==> src/rtl/bat_ram_arbiter.sv <==
// Two-port (CPU / DMA loader) arbiter in front of a single-ported 8-bit RAM.
// Define ARB_ROUND_ROBIN_EN for round-robin contention; otherwise CPU has fixed priority.
module bat_ram_arbiter (
  input  logic       CLK,
  input  logic       RST,
  input  logic       CPU_REQ,
  input  logic       CPU_RW,
  input  logic [7:0] CPU_ADDR,
  input  logic [7:0] CPU_WDATA,
  output logic       CPU_ACK,
  output logic [7:0] CPU_RDATA,
  input  logic       DMA_REQ,
  input  logic       DMA_RW,
  input  logic [7:0] DMA_ADDR,
  input  logic [7:0] DMA_WDATA,
  output logic       DMA_ACK,
  output logic [7:0] DMA_RDATA,
  output logic       RAM_EN,
  output logic       RAM_RW,
  output logic [7:0] RAM_ADDR,
  output logic [7:0] RAM_WDATA,
  input  logic [7:0] RAM_RDATA,
  output logic       BUSY
);

  typedef enum logic [1:0] {
    IDLE    = 2'd0,
    GNT_CPU = 2'd1,
    GNT_DMA = 2'd2,
    DONE    = 2'd3
  } state_t;

  state_t     state_q, state_d;
  logic       lat_rw_q, lat_rw_d;
  logic [7:0] lat_addr_q, lat_addr_d;
  logic [7:0] lat_wdata_q, lat_wdata_d;
  logic       ram_en_q, ram_en_d;
  logic       ram_rw_q, ram_rw_d;
  logic [7:0] ram_addr_q, ram_addr_d;
  logic [7:0] ram_wdata_q, ram_wdata_d;
  logic       cpu_ack_q, cpu_ack_d;
  logic       dma_ack_q, dma_ack_d;
  logic [7:0] cpu_rdata_q, cpu_rdata_d;
  logic [7:0] dma_rdata_q, dma_rdata_d;
  logic       busy_q, busy_d;
  logic       pick_dma_s;
`ifdef ARB_ROUND_ROBIN_EN
  logic       last_dma_q, last_dma_d;
`endif

  // Arbitration: which port wins when leaving IDLE this cycle.
  always_comb begin
`ifdef ARB_ROUND_ROBIN_EN
    pick_dma_s = DMA_REQ && (!CPU_REQ || !last_dma_q);
`else
    pick_dma_s = DMA_REQ && !CPU_REQ;
`endif
  end

  // Next-state and next-output computation for the access sequencer.
  always_comb begin
    state_d     = state_q;
    lat_rw_d    = lat_rw_q;
    lat_addr_d  = lat_addr_q;
    lat_wdata_d = lat_wdata_q;
    ram_en_d    = 1'b0;
    ram_rw_d    = 1'b1;
    ram_addr_d  = 8'h00;
    ram_wdata_d = 8'h00;
    cpu_ack_d   = 1'b0;
    dma_ack_d   = 1'b0;
    cpu_rdata_d = cpu_rdata_q;
    dma_rdata_d = dma_rdata_q;
`ifdef ARB_ROUND_ROBIN_EN
    last_dma_d  = last_dma_q;
`endif
    case (state_q)
      IDLE: begin
        if (CPU_REQ || DMA_REQ) begin
          lat_rw_d    = pick_dma_s ? DMA_RW    : CPU_RW;
          lat_addr_d  = pick_dma_s ? DMA_ADDR  : CPU_ADDR;
          lat_wdata_d = pick_dma_s ? DMA_WDATA : CPU_WDATA;
          // RAM strobe is registered here so it is live for exactly the GNT cycle.
          ram_en_d    = 1'b1;
          ram_rw_d    = lat_rw_d;
          ram_addr_d  = lat_addr_d;
          ram_wdata_d = lat_wdata_d;
          state_d     = pick_dma_s ? GNT_DMA : GNT_CPU;
`ifdef ARB_ROUND_ROBIN_EN
          last_dma_d  = pick_dma_s;
`endif
        end else begin
          state_d = IDLE;
        end
      end
      GNT_CPU: begin
        cpu_ack_d = 1'b1;
        state_d   = DONE;
      end
      GNT_DMA: begin
        dma_ack_d = 1'b1;
        state_d   = DONE;
      end
      DONE: begin
        state_d = IDLE;
        if (cpu_ack_q && lat_rw_q) begin
          cpu_rdata_d = RAM_RDATA;
        end else begin
          cpu_rdata_d = cpu_rdata_q;
        end
        if (dma_ack_q && lat_rw_q) begin
          dma_rdata_d = RAM_RDATA;
        end else begin
          dma_rdata_d = dma_rdata_q;
        end
      end
      default: begin
        state_d = IDLE;
      end
    endcase
    busy_d = (state_d != IDLE);
  end

  // State and output registers; async reset aborts any access in flight.
  always_ff @(posedge CLK or negedge RST) begin
    if (!RST) begin
      state_q     <= IDLE;
      lat_rw_q    <= 1'b0;
      lat_addr_q  <= 8'h00;
      lat_wdata_q <= 8'h00;
      ram_en_q    <= 1'b0;
      ram_rw_q    <= 1'b1;
      ram_addr_q  <= 8'h00;
      ram_wdata_q <= 8'h00;
      cpu_ack_q   <= 1'b0;
      dma_ack_q   <= 1'b0;
      cpu_rdata_q <= 8'h00;
      dma_rdata_q <= 8'h00;
      busy_q      <= 1'b0;
`ifdef ARB_ROUND_ROBIN_EN
      last_dma_q  <= 1'b1;
`endif
    end else begin
      state_q     <= state_d;
      lat_rw_q    <= lat_rw_d;
      lat_addr_q  <= lat_addr_d;
      lat_wdata_q <= lat_wdata_d;
      ram_en_q    <= ram_en_d;
      ram_rw_q    <= ram_rw_d;
      ram_addr_q  <= ram_addr_d;
      ram_wdata_q <= ram_wdata_d;
      cpu_ack_q   <= cpu_ack_d;
      dma_ack_q   <= dma_ack_d;
      cpu_rdata_q <= cpu_rdata_d;
      dma_rdata_q <= dma_rdata_d;
      busy_q      <= busy_d;
`ifdef ARB_ROUND_ROBIN_EN
      last_dma_q  <= last_dma_d;
`endif
    end
  end

  // RAM data only arrives in DONE, so it is forwarded during ACK and held afterwards.
  assign CPU_RDATA = (cpu_ack_q && lat_rw_q) ? RAM_RDATA : cpu_rdata_q;
  assign DMA_RDATA = (dma_ack_q && lat_rw_q) ? RAM_RDATA : dma_rdata_q;
  assign CPU_ACK   = cpu_ack_q;
  assign DMA_ACK   = dma_ack_q;
  assign RAM_EN    = ram_en_q;
  assign RAM_RW    = ram_rw_q;
  assign RAM_ADDR  = ram_addr_q;
  assign RAM_WDATA = ram_wdata_q;
  assign BUSY      = busy_q;

endmodule
==> config.mk <==
export PLATFORM = sky130hd
export DESIGN_NAME = bat_ram_arbiter
export DESIGN_NICKNAME = d
export VERILOG_FILES = /design/src/rtl/bat_ram_arbiter.sv
export SDC_FILE = /design/constraint.sdc
export NUM_CORES = 1
export LEC_CHECK = 0
export BUFFER_PORTS_ARGS = -buffer_cell sky130_fd_sc_hd__buf_2
export CORE_MARGIN = 1.5
export CORE_UTILIZATION = 37
export DETAILED_ROUTE_END_ITERATION = 16
export SETUP_SLACK_MARGIN = 0.1
export SLEW_MARGIN = 20
export SYNTH_ARGS = -nofsm -noshare
export SYNTH_HDL_FRONTEND = slang
export SYNTH_SLANG_ARGS = --single-unit
==> constraint.sdc <==
create_clock -name CLK -period 1.6 [get_ports CLK]
set_input_delay 0.48 -clock CLK [delete_from_list [all_inputs] [get_ports CLK]]
set_output_delay 0.48 -clock CLK [all_outputs]
set_load 0.01 [all_outputs]
==> impl_metrics.csv <==
group,metric,value,unit
placement,place_congestion,0.7306,
run,cap_violations,0,
floorplan,start_util,38.04,%
cells_and_area,fill_cells,470,
timing,maxSlewHeadroom,62.66,%
synth,synthAdderAreaFrac,3.240,%
route,ant_nets,0,
route,dr_wl_met3,209,um
power_and_ir_drop,irDropWorstVdd,0.8380,mV
cells_and_area,num-nets-final,296,
global_route,grt_pass1_vias,1384,
placement,dpl.hpwl,2801,um
timing,final_hold_viol_count,0,
floorplan,fp-row-count,26,
cells_and_area,area.growth.synth_to_final,43.68,%
synth,synthCells,156,
cells_and_area,diodes,0,
route,top_layer_used,"met4",
clocking,path_clk_slew,0.07,ns
route,drc_errors,0,
clocking,clkLatencyLatePin,0.28,ns
floorplan,core,0.005075,sq mm
global_route,grt_antenna_before_repair,0,
power_and_ir_drop,powerDensity,1772,mW/mm^2
synth,synth_area_per_cell,12.38,sq um
worst_hold_path,hp-class,"in -> async",
clocking,hold_buffers,0,
route,via_per_inst,4.690,
worst_setup_path,crit_type,"reg -> out",
synth,yosysSeqAreaShare,51.91,%
synth,synth_top_family_by_area,"multiplexers",
clocking,cts.htree.levels,2,
timing,post-route-min-period,1.840,ns
clocking,cts_tree,"yes",
synth,yosys.area_share.simple,14.58,%
timing,hold_ws,0.1025,ns
global_route,grt_remaining_overflow,0,
worst_setup_path,cp_max_fo,8,
global_route,grt_max_degree,42,
placement,portBuffers,82,
synth,ys_warn_count,0,
worst_setup_path,cp.arrival,1.36,ns
worst_setup_path,cp.required,1.12,ns
power_and_ir_drop,power,4.915,mW
clocking,cts.path.max_buffers,2,
worst_setup_path,reg2reg_depth,4,
synth,syn-cell-area,0.001931,sq mm
placement,dpl_cell_area,0.002447,sq mm
global_route,grt_util_all_layers,15.40,%
floorplan,ios,83,
synth,synth-compound-area-share,8.425,%
synth,synth_xor_xnor_area_share,0,%
cells_and_area,mostFrequentLayoutCells,"64 x buf_2, 36 x dfrtp_1, 20 x buf_6, 18 x nand2_1",
route,drt-met1-wl,1832,um
timing,min_period_over_period,115.0,%
worst_setup_path,crit_path_end_kind,"primary output",
route,routed_wl,4067,um
clocking,numCtsBuffers,5,
route,dr_total_vias,1482,
route,wl_per_cell,12.87,um
cells_and_area,finalInstanceArea,0.002774,sq mm
global_route,grt_first_pass_wirelength,6430,um
clocking,cts_num_sinks,40,
timing,tns,-3.669,ns
route,drt-initial-drc-count,53,
timing,setup_ws,-0.2404,ns
floorplan,die-area,0.005660,sq mm
synth,synth_nets,207,
timing,finalSetupViolCount,16,
worst_setup_path,cp-start-kind,"flip-flop",
cells_and_area,mostFrequentLayoutCell,"buf_2",
power_and_ir_drop,p_leak,1.373,nW
route,first_pass_iters,4,
status,outcome,"finished with violations",
status,violations,"negative setup slack",
timing,fmax,0.5434,GHz
route,wl_met2,1990,um
floorplan,die_w,75.24,um
synth,synth-seq-cells,40,
cells_and_area,final_core_util,54.66,%
cells_and_area,drive_gt1_share,56.10,%
synth,synth_cell_types,23,
clocking,cts-root-buf,"clkbuf_8",
timing,slew_violations,0,
timing,fin_skew,0.005551,ns
synth,synth.area.mux_share,18.66,%
floorplan,fp.dieH,75.24,um
timing,rsz0062_at_grt,"yes",
timing,worst_pin_slew,0.5601,ns
-- state kept, by name, summed over array words and instances, names as in the netlist --
register and count:
RAM_ADDR 8, CPU_ACK 1, dma_rdata_q 8, RAM_RW 1, DMA_ACK 1, BUSY 1, cpu_rdata_q 8, state_q 2
RAM_EN 1, lat_rw_q 1, RAM_WDATA 8
-- power by group --
group / internal, mW / switching [mW] / total, mW
Clock: 0.463 / 0.329 / 0.791
Combinational: 1.50 / 0.973 / 2.48
Sequential: 1.41 / 0.233 / 1.65
-- area by class of cell --
| class | count | area, sq um | share of cell area, % |
|---|---|---|---|
| flip-flops and latches | 40 | 1006 | 36.27 |
| multi-input cells | 103 | 947.2 | 34.15 |
| repair buffers | 91 | 610.6 | 22.01 |
| well taps | 70 | 87.58 | 3.157 |
| clock buffers | 6 | 72.57 | 2.616 |
| clock inverters | 2 | 35.03 | 1.263 |
| inverters | 4 | 15.01 | 0.5413 |
-- stage by stage --
stage               instances  setup WS, ns
floorplan                 156        0.1618
global placement          306       0.04966
detailed placement        306       0.01679
CTS                       315       -0.2667
global route              316       -0.2960
finish                    316       -0.2404
-- critical path, stage by stage (launching register included) --
cell and delay [ns]:
dfrtp_2 0.49, nand2_8 0.14, mux2_4 0.32, buf_6 0.12
-- Yosys cell counts, drive strengths merged --
cell type  instances  area, sq um
dfstp              1        26.28
buf                5        31.28
inv                4        15.01
clkbuf             4        15.01
o21a               1        7.510
nand3              3        40.03
nand4b             1        8.760
ha                 5        62.56
mux2              32        360.3
or3b               1        8.760
o21ai              4        20.02
dfrtp             39        975.9
a21boi            16        120.1
o22ai              1        6.260
nand3b            16        120.1
nand2             20        90.08
nor3b              1        7.510
o2111ai            1        8.760
nor2b              1        6.260
-- what timing repair did --
item,4_1_cts,5_1_grt
buffers inserted,1,1
setup endpoints to repair,16,19
pin swaps,2,2
resized for setup,35,7
-- worst paths after layout --
path,start,to,slack [ns]
max,lat_rw_q,DMA_RDATA[0],-0.24
min,RST,RAM_WDATA[4],0.10
max reg2reg,lat_rw_q,dma_rdata_q[3],0.22
min reg2reg,dma_rdata_q[5],dma_rdata_q[5],0.50
max in group asynchronous,RST,CPU_ACK,1.03
min in group CLK,CPU_ADDR[1],RAM_ADDR[1],0.44
-- kinds of logic (layout without fill, tap and decap cells) --
group           after synthesis  count (layout)
mux                          32              32
fa+ha+maj                     5               5
simple gates                 43              43
compound gates               23              23
buf+inv                      13             103
flops                        40              40
-- routing by layer --
metal  vias up  track usage (%)
met3         4            5.087
met2        44            25.37
li1        721                -
met1       713            19.01
met5         -                0
met4         0            5.357
(Power assumes the default switching activity.)
